$ cat src/rtl/imem_fetch_ctrl_if.sv
// Bus bundle for the instruction-fetch controller: loader word stream,
// instruction-memory write port, fetch PC, redirect inputs and status.
// The master modport is the controller side, the slave modport the surroundings.
interface imem_fetch_ctrl_if #(
  parameter int AW = 5
);
  // Loader word stream
  logic          ld_valid_i;
  logic          ld_ready_o;
  logic [31:0]   ld_data_i;
  logic          ld_last_i;
  // Instruction memory write port
  logic          mem_we_o;
  logic [AW-1:0] mem_waddr_o;
  logic [31:0]   mem_wdata_o;
  // Fetch address and redirect
  logic [31:0]   pc_o;
  logic          pc_valid_o;
  logic          stall_i;
  logic          branch_i;
  logic [31:0]   branch_target_i;
  // Status
  logic [AW:0]   prog_len_o;
  logic [31:0]   fetch_cnt_o;
  logic          done_o;
  logic          err_o;

  modport master (
    input  ld_valid_i, ld_data_i, ld_last_i,
    output ld_ready_o,
    output mem_we_o, mem_waddr_o, mem_wdata_o,
    output pc_o, pc_valid_o,
    input  stall_i, branch_i, branch_target_i,
    output prog_len_o, fetch_cnt_o, done_o, err_o
  );

  modport slave (
    output ld_valid_i, ld_data_i, ld_last_i,
    input  ld_ready_o,
    input  mem_we_o, mem_waddr_o, mem_wdata_o,
    input  pc_o, pc_valid_o,
    output stall_i, branch_i, branch_target_i,
    input  prog_len_o, fetch_cnt_o, done_o, err_o
  );
endinterface

$ cat src/rtl/imem_fetch_ctrl.sv
// Instruction-fetch controller. Loads a program into the instruction memory
// from a valid/ready word stream, then steps the fetch PC through it,
// honouring stalls and branch redirects, until end of program or an illegal
// redirect. DONE and ERR are sticky until reset.
module imem_fetch_ctrl #(
  parameter int          MEM_WORDS = 32,
  parameter int          AW        = 5,
  parameter logic [31:0] RESET_PC  = 32'h0000_0000
) (
  input  logic              clk_i,
  input  logic              rst_i,
  imem_fetch_ctrl_if.master bus
);

  typedef enum logic [1:0] {
    S_LOAD,
    S_RUN,
    S_DONE,
    S_ERR
  } state_t;

  state_t        state;
  logic [AW-1:0] wr_cnt;
  logic [AW:0]   prog_len;
  logic [31:0]   pc;
  logic [31:0]   fetch_cnt;
  logic          done;
  logic          err;

  logic          accept;
  logic          wr_full;
  logic [31:0]   limit;
  logic [31:0]   pc_plus4;
  logic          tgt_bad;

  // Fetch counter never wraps; it sticks at all-ones.
  function automatic logic [31:0] sat_inc(input logic [31:0] v);
    return (v == 32'hFFFF_FFFF) ? v : v + 32'd1;
  endfunction

  // Byte limit of the loaded program, used for end-of-program and redirect checks.
  function automatic logic [31:0] byte_limit(input logic [AW:0] words);
    logic [31:0] w;
    w = 32'(words);
    return w << 2;
  endfunction

  assign accept   = bus.ld_valid_i && (state == S_LOAD);
  assign wr_full  = (wr_cnt == AW'(MEM_WORDS - 1));
  assign limit    = byte_limit(prog_len);
  assign pc_plus4 = pc + 32'd4;
  assign tgt_bad  = (bus.branch_target_i[1:0] != 2'b00) || (bus.branch_target_i >= limit);

  assign bus.ld_ready_o  = (state == S_LOAD);
  assign bus.mem_we_o    = accept;
  assign bus.mem_waddr_o = wr_cnt;
  assign bus.mem_wdata_o = bus.ld_data_i;
  assign bus.pc_valid_o  = (state == S_RUN);
  assign bus.pc_o        = pc;
  assign bus.prog_len_o  = prog_len;
  assign bus.fetch_cnt_o = fetch_cnt;
  assign bus.done_o      = done;
  assign bus.err_o       = err;

  // Load / run / terminal-state sequencer with registered status outputs.
  always_ff @(posedge clk_i or negedge rst_i) begin
    if (!rst_i) begin
      state     <= S_LOAD;
      wr_cnt    <= '0;
      prog_len  <= '0;
      pc        <= RESET_PC;
      fetch_cnt <= '0;
      done      <= 1'b0;
      err       <= 1'b0;
    end else begin
      case (state)
        S_LOAD: begin
          if (accept) begin
            wr_cnt <= wr_cnt + AW'(1);
            // A full memory ends the load even without ld_last.
            if (bus.ld_last_i || wr_full) begin
              prog_len <= (AW+1)'(wr_cnt) + (AW+1)'(1);
              pc       <= RESET_PC;
              state    <= S_RUN;
            end
          end
        end
        S_RUN: begin
          if (bus.branch_i) begin
            // Redirect takes priority over stall.
            if (tgt_bad) begin
              err   <= 1'b1;
              state <= S_ERR;
            end else begin
              pc        <= bus.branch_target_i;
              fetch_cnt <= sat_inc(fetch_cnt);
            end
          end else if (!bus.stall_i) begin
            fetch_cnt <= sat_inc(fetch_cnt);
            if (pc_plus4 >= limit) begin
              done  <= 1'b1;
              state <= S_DONE;
            end else begin
              pc <= pc_plus4;
            end
          end
        end
        S_DONE: begin
          state <= S_DONE;
        end
        S_ERR: begin
          state <= S_ERR;
        end
        default: begin
          state <= S_LOAD;
        end
      endcase
    end
  end

endmodule

$ cat src/flat_wrapper.sv
// flat-port wrapper written by rule: the top's interface ports become plain ports
module imem_fetch_ctrl_flat 
#(
  parameter int          MEM_WORDS = 32,
  parameter int          AW        = 5,
  parameter logic [31:0] RESET_PC  = 32'h0000_0000
)
  (clk_i, rst_i, bus_ld_valid_i, bus_ld_data_i, bus_ld_last_i, bus_ld_ready_o, bus_mem_we_o, bus_mem_waddr_o, bus_mem_wdata_o, bus_pc_o, bus_pc_valid_o, bus_stall_i, bus_branch_i, bus_branch_target_i, bus_prog_len_o, bus_fetch_cnt_o, bus_done_o, bus_err_o);
  imem_fetch_ctrl_if #(.AW(AW)) bus_i ();
  input  logic clk_i;
  input  logic rst_i;
  input wire logic [$bits(bus_i.ld_valid_i)-1:0] bus_ld_valid_i;
  input wire logic [$bits(bus_i.ld_data_i)-1:0] bus_ld_data_i;
  input wire logic [$bits(bus_i.ld_last_i)-1:0] bus_ld_last_i;
  output wire logic [$bits(bus_i.ld_ready_o)-1:0] bus_ld_ready_o;
  output wire logic [$bits(bus_i.mem_we_o)-1:0] bus_mem_we_o;
  output wire logic [$bits(bus_i.mem_waddr_o)-1:0] bus_mem_waddr_o;
  output wire logic [$bits(bus_i.mem_wdata_o)-1:0] bus_mem_wdata_o;
  output wire logic [$bits(bus_i.pc_o)-1:0] bus_pc_o;
  output wire logic [$bits(bus_i.pc_valid_o)-1:0] bus_pc_valid_o;
  input wire logic [$bits(bus_i.stall_i)-1:0] bus_stall_i;
  input wire logic [$bits(bus_i.branch_i)-1:0] bus_branch_i;
  input wire logic [$bits(bus_i.branch_target_i)-1:0] bus_branch_target_i;
  output wire logic [$bits(bus_i.prog_len_o)-1:0] bus_prog_len_o;
  output wire logic [$bits(bus_i.fetch_cnt_o)-1:0] bus_fetch_cnt_o;
  output wire logic [$bits(bus_i.done_o)-1:0] bus_done_o;
  output wire logic [$bits(bus_i.err_o)-1:0] bus_err_o;
  assign bus_i.ld_valid_i = bus_ld_valid_i;
  assign bus_i.ld_data_i = bus_ld_data_i;
  assign bus_i.ld_last_i = bus_ld_last_i;
  assign bus_ld_ready_o = bus_i.ld_ready_o;
  assign bus_mem_we_o = bus_i.mem_we_o;
  assign bus_mem_waddr_o = bus_i.mem_waddr_o;
  assign bus_mem_wdata_o = bus_i.mem_wdata_o;
  assign bus_pc_o = bus_i.pc_o;
  assign bus_pc_valid_o = bus_i.pc_valid_o;
  assign bus_i.stall_i = bus_stall_i;
  assign bus_i.branch_i = bus_branch_i;
  assign bus_i.branch_target_i = bus_branch_target_i;
  assign bus_prog_len_o = bus_i.prog_len_o;
  assign bus_fetch_cnt_o = bus_i.fetch_cnt_o;
  assign bus_done_o = bus_i.done_o;
  assign bus_err_o = bus_i.err_o;
  imem_fetch_ctrl #(.MEM_WORDS(MEM_WORDS), .AW(AW), .RESET_PC(RESET_PC)) u_core (.clk_i(clk_i), .rst_i(rst_i), .bus(bus_i));
endmodule
$ cat config.mk
export PLATFORM = sky130hd
export DESIGN_NAME = imem_fetch_ctrl_flat
export DESIGN_NICKNAME = d
export VERILOG_FILES = /design/src/rtl/imem_fetch_ctrl_if.sv /design/src/rtl/imem_fetch_ctrl.sv /design/src/flat_wrapper.sv
export SDC_FILE = /design/constraint.sdc
export NUM_CORES = 1
export LEC_CHECK = 0
export BUFFER_PORTS_ARGS = -buffer_cell sky130_fd_sc_hd__buf_4
export CAP_MARGIN = 20
export CORE_MARGIN = 5
export CORE_UTILIZATION = 49
export CTS_BUF_LIST = sky130_fd_sc_hd__clkbuf_8
export CTS_CLUSTER_SIZE = 12
export DETAILED_ROUTE_END_ITERATION = 8
export HOLD_SLACK_MARGIN = 0.15
export PLACE_DENSITY = 0.81
export SLEW_MARGIN = 40
export SYNTH_ARGS = -nofsm -noshare
export SYNTH_HDL_FRONTEND = slang
export SYNTH_SLANG_ARGS = --single-unit
$ cat constraint.sdc
create_clock -name clk_i -period 6.66 [get_ports clk_i]
set_input_delay 0.999 -clock clk_i [delete_from_list [all_inputs] [get_ports clk_i]]
set_output_delay 0.999 -clock clk_i [all_outputs]
set_load 0.05 [all_outputs]
# --- Word level (Yosys, flattened, before mapping) ---
# Cells that the tools add are included.
totals:
  register_bits: 79
  latchBits: 0
  ram_bits: 0
  rom_bits: 0
  in_bits: 70
  wordCells: 60
  n_memories: 0
op_classes:
  add_sub_neg: 4
  multipliers: 0
  n_div: 0
  magnitude_cmp: 2
  n_eq_ne: 14
  shift: 0
  n_mux: 18
  bitwise_logic: 2
  reduce_logical: 13
op_table:
  columns: ["op", "n"]
  rows:
  - ["2-to-1 mux 32 bit", 10]
  - [">= comparator 32 x 8 -> 1 bit", 2]
  - ["one-hot mux 32 bit (2 select lines)", 1]
  - ["adder 32 x 1 -> 32 bit, second input constant", 1]
  - ["adder 32 x 3 -> 32 bit, second input constant", 1]
  - ["equality test 32 bit, second input constant", 1]
  - ["2-to-1 mux 2 bit", 6]
  - ["AND reduction 3 bit", 3]
  - ["one-hot mux 2 bit (4 select lines)", 1]
  - ["adder 5 x 1 -> 6 bit, second input constant", 1]
  - ["inequality test 2 x 1 -> 1 bit, second input constant", 3]
  - ["inequality test 3 x 2 -> 1 bit, second input constant", 2]
  - ["inequality test 3 bit, second input constant", 2]
  - ["AND reduction 6 bit", 1]
  - ["adder 5 x 1 -> 5 bit, second input constant", 1]
  - ["equality test 5 bit, second input constant", 1]
  - ["AND reduction 5 bit", 1]
  - ["equality test 2 bit, second input constant", 2]
  - ["AND reduction 4 bit", 1]
  - ["nonzero test 2 bit", 2]
  - ["inequality test 3 x 1 -> 1 bit, second input constant", 1]
  - ["equality test 2 x 1 -> 1 bit, second input constant", 1]
  - ["zero test 2 bit", 1]
  - ["logical OR 1 bit", 2]
  - ["4 further kinds", 5]

# --- Depth between registers and ports, before layout ---
depth:
  depth_word: 6
  depth_mapped: 12
  depth_no_buf: 11

# --- Least setup slack after synthesis ---
# No wires, ideal clock.
synth_timing:
  kind: "input port to flip-flop"
  start: "in bus_ld_valid_i"
  end: "reg u_core.pc[23], in the netlist u_core.bus.pc_o[23]"
  t_arrival_ps: 3667
  slack_ps: 2843
  stages: 5
  n_path_buf: 1
  cell_sequence: "nor3b_1 -> o21ai_0 -> nand2_1 -> clkbuf_1 -> a21boi_1"
synth_via:
  elab_chain_cells: 3
synth_lines:
  columns: ["item", "line", "source"]
  rows:
  - ["start, declared", "flat_wrapper.sv:12", "input wire logic [$bits(bus_i.ld_valid_i)-1:0] bus_ld_valid_i;"]
  - ["logical AND 1 bit", "imem_fetch_ctrl.sv:48", "assign accept = bus.ld_valid_i && (state == S_LOAD);"]
  - ["inequality test 2 x 1 -> 1 bit (no source line)", null, null]
  - ["AND reduction 6 bit (no source line)", null, null]
  - ["end signal, assigned", "imem_fetch_ctrl.sv:95", "pc <= bus.branch_target_i;"]
  - ["end signal, assigned", "imem_fetch_ctrl.sv:104", "pc <= pc_plus4;"]
  - ["end, declared", "imem_fetch_ctrl.sv:25", "logic [31:0] pc;"]
# Every way passes these cells.
# A chain may end at the register's enable or synchronous reset.

# --- Worst setup path in the final report ---
layout_timing:
  start: "reg u_core.pc[2], in the netlist u_core.bus.pc_o[2]"
  end: "reg u_core.pc[31], in the netlist u_core.bus.pc_o[31]"
layout_via:
  elab_chain_cells: 5
layout_lines:
  columns: ["item", "line", "source"]
  rows:
  - ["adder 32 x 3 -> 32 bit (*)", "imem_fetch_ctrl.sv:51", "assign pc_plus4 = pc + 32'd4;"]
  - ["branches (longest 4 deep; another with >= comparator 32 x 8 -> 1 bit)", null, null]
# Mark *: on every way between the ends. The select of a mux whose other input is x is not followed.

==> run metrics <==
Final nets=638; crit end category=flip-flop; fill cell count=809; unrepaired setup endpoints after global routing=false; Inst Count DP=670; Finish-stage setup viols=0; GRT Util Overall=0.199; # rows=35; Ys Warns=0; die area=11500 µm²; area occupied by multi-input gates=2310 µm²; H-tree depth=3; Clock Skew=0.00920 ns; Layout Cells excl Fill=686; period utilization=0.542; Mapped Avg Cell Area=9.98 µm²; status=completed; #FFs+latches synth=79; Clock Sinks=79; DIE HEIGHT=107 µm; GRT busiest layer=met2; Worst Hold Class=flip-flop to flip-flop; fraction of layout cells with a size suffix above 1=0.303; port bufs=117; Max IR drop VDD=0.188 mV; most frequent cells in the layout=117 x buf_4, 79 x dfrtp_1, 32 x nand3_1, 32 x xnor2_1, 32 x nand2_1; Critical-path top delay cell=dfrtp_1; CP max FO=25; MaxCap Viol Count=0; initial antenna violation count=0; crit-path max cell delay=0.51 ns; Slew @ Worst Pin=0.721 ns; Setup Fix Bufs, Post-CTS=0; fraction of the mapped netlist area in simple logic gates=0.232; grt met3 use=0.0468; critical path class=flip-flop to flip-flop; Remaining Overflow, GRT=0; DRT Wirelength=11400 µm; vias=3842; most used cell, CP=ha_1; critical path cell sequence=ha_1, nand3_1, xnor2_1, ha_1, nand2_1, o21ai_0, nor4_1, nand4_1, nor4_4, a31o_4, a21boi_0; Slew headroom=0.519; drt via density=5.60; Critical Path Start Type=flip-flop; global-route wire length before repair=18700 µm; routed len/inst=16.7 µm; fmax=0.277 GHz; largest family of logic cells by synthesized area=simple AND/OR/NAND/NOR gates; number of synthesized flops with an enable pin=0; M1 GR Usage=0.263; Area Growth Syn to Fin=21.0%; ys async rst share=1.00; Pins Over Slew Limit=0; fin util=0.609; met2 Use GR=0.320; Post-Synth Adder-Cell Area=0.0430; sequential cell area fraction in the yosys report=0.425; clk root buf=clkbuf_8; Hold Fails Final Rpt=0; residual DRC count=0; XOR/XNOR share of the synthesized area=0.0810; largest net degree at the start of global routing=80; clock slew at reported path FFs=0.09 ns; antenna cells=0; Synth Cell Area=4650 µm²; WP data required=6.85 ns; Static Leak=2.66 nW; number of global-route vias before repair=3805; Iter 0 DRT Violations=185; # IOs=182; RD Place Congestion=0.845; hpwl dp=8570 µm; mux share of post-synthesis cell area=0.0229; number of nets with antenna violations after routing=0; Most used DFF post-synth=dfrtp_1; Initial Util=0.503; post-cts resize count=0; CTS tree=yes; Power per Cell Area=214 nW/µm²; core area=9240 µm²; Tmin final=3.61 ns; syn nets=552; Worst EP arrival=3.81 ns; cells after synthesis=466; cts bufs inserted=9; Compound-Gate Fraction of Synth Area=0.117; Hold-fix buffers, CTS=0; commonest non-fill, non-tap cell in the layout=buf_4; maximum clock insertion buffer count=2; drt first pass iters=4; clock latency on the worst-skew pair=0.35 ns; Final TNS setup=0 ns; Netlist cell types=61; Die Wd=107 µm; register area=1980 µm²
per-layer routing:
layer	vias up	routed length (µm)
li1	1837	-
met3	25	687
met1	1861	4980
met5	-	0
met4	0	212
met2	119	5560
final cells by class:
class | count | area share
Clock buffer | 9 | 0.0220
Sequential cell | 79 | 0.351
Tap cell | 129 | 0.0287
Multi-Input combinational cell | 328 | 0.411
Inverter | 16 | 0.0107
Timing Repair Buffer | 118 | 0.158
Clock inverter | 7 | 0.0182
per-stage QoR:
stage                     hold slack, ns  power (mW)  instance area [µm²]  setup slack (ns)
after floorplan                    0.509       0.755                 4650              2.84
after global placement             0.450       0.796                 5390              2.99
after detailed placement           0.456       0.805                 5400              2.98
after CTS                          0.482        1.21                 5620              3.06
after global routing               0.501        1.26                 5630              2.73
final                              0.476        1.20                 5630              3.05
path summary, 6_finish.rpt:
path                                     from                        to  slack (ns)  depth (start not counted)
max in group asynchronous               rst_i  u_core.bus.prog_len_o[3]        5.49                          1
setup / recovery           u_core.bus.pc_o[2]       u_core.bus.pc_o[31]        3.05                         11
hold / removal              u_core.bus.done_o         u_core.bus.done_o        0.48                          1
setup reg to reg           u_core.bus.pc_o[2]       u_core.bus.pc_o[31]        3.05                         11
min in group asynchronous               rst_i       u_core.bus.pc_o[16]        0.66                          1
hold reg to reg             u_core.bus.done_o         u_core.bus.done_o        0.48                          1
report_power, final:
part	internal, mW	switching (mW)	total [mW]	leakage, nW
Sequential	0.504	0.0354	0.539	1.08
Clock	0.217	0.192	0.408	0.116
Combinational	0.0908	0.166	0.257	1.47
critical path: cells and delay by family (launching register included):
| family | cells | cell delay (ns) |
|---|---|---|
| flops | 1 | 0.51 |
| simple gates | 5 | 1.30 |
| xor+xnor | 1 | 0.26 |
| fa+ha+maj | 2 | 0.67 |
| compound gates | 3 | 0.70 |
synth_stat cells (4+ instances only):
cell type,number,area share
nand2_1,33,0.027
a21oi_1,9,0.0097
a21boi_2,7,0.017
nand3_1,32,0.034
nor2_1,25,0.020
a21boi_1,10,0.016
a31o_2,5,0.0094
xnor2_1,32,0.060
and3_1,16,0.022
buf_4,32,0.052
and2_1,8,0.011
nand4_1,26,0.035
dfrtp_1,79,0.42
mux2i_1,5,0.011
ha_1,16,0.043
nor4_1,8,0.011
mux2_2,5,0.012
buf_2,4,0.0043
o21ai_0,7,0.0075
xor2_1,11,0.021
inv_1,16,0.013
and4_1,7,0.013
a21boi_0,6,0.0097
nor3_1,10,0.011
registers in the layout (all words and copies together), names as in the netlist:
name,flops
u_core.bus.err_o,1
u_core.bus.prog_len_o,6
u_core.bus.done_o,1
u_core.bus.fetch_cnt_o,32
u_core.state,2
u_core.bus.mem_waddr_o,5
u_core.bus.pc_o,32
cell families after synthesis:
group | after synthesis
xor+xnor | 43
compound gates | 70
fa+ha+maj | 16
mux | 10
buf+inv | 59
flops | 79
simple gates | 189
Note: power is estimated with default switching activity, not from simulation.
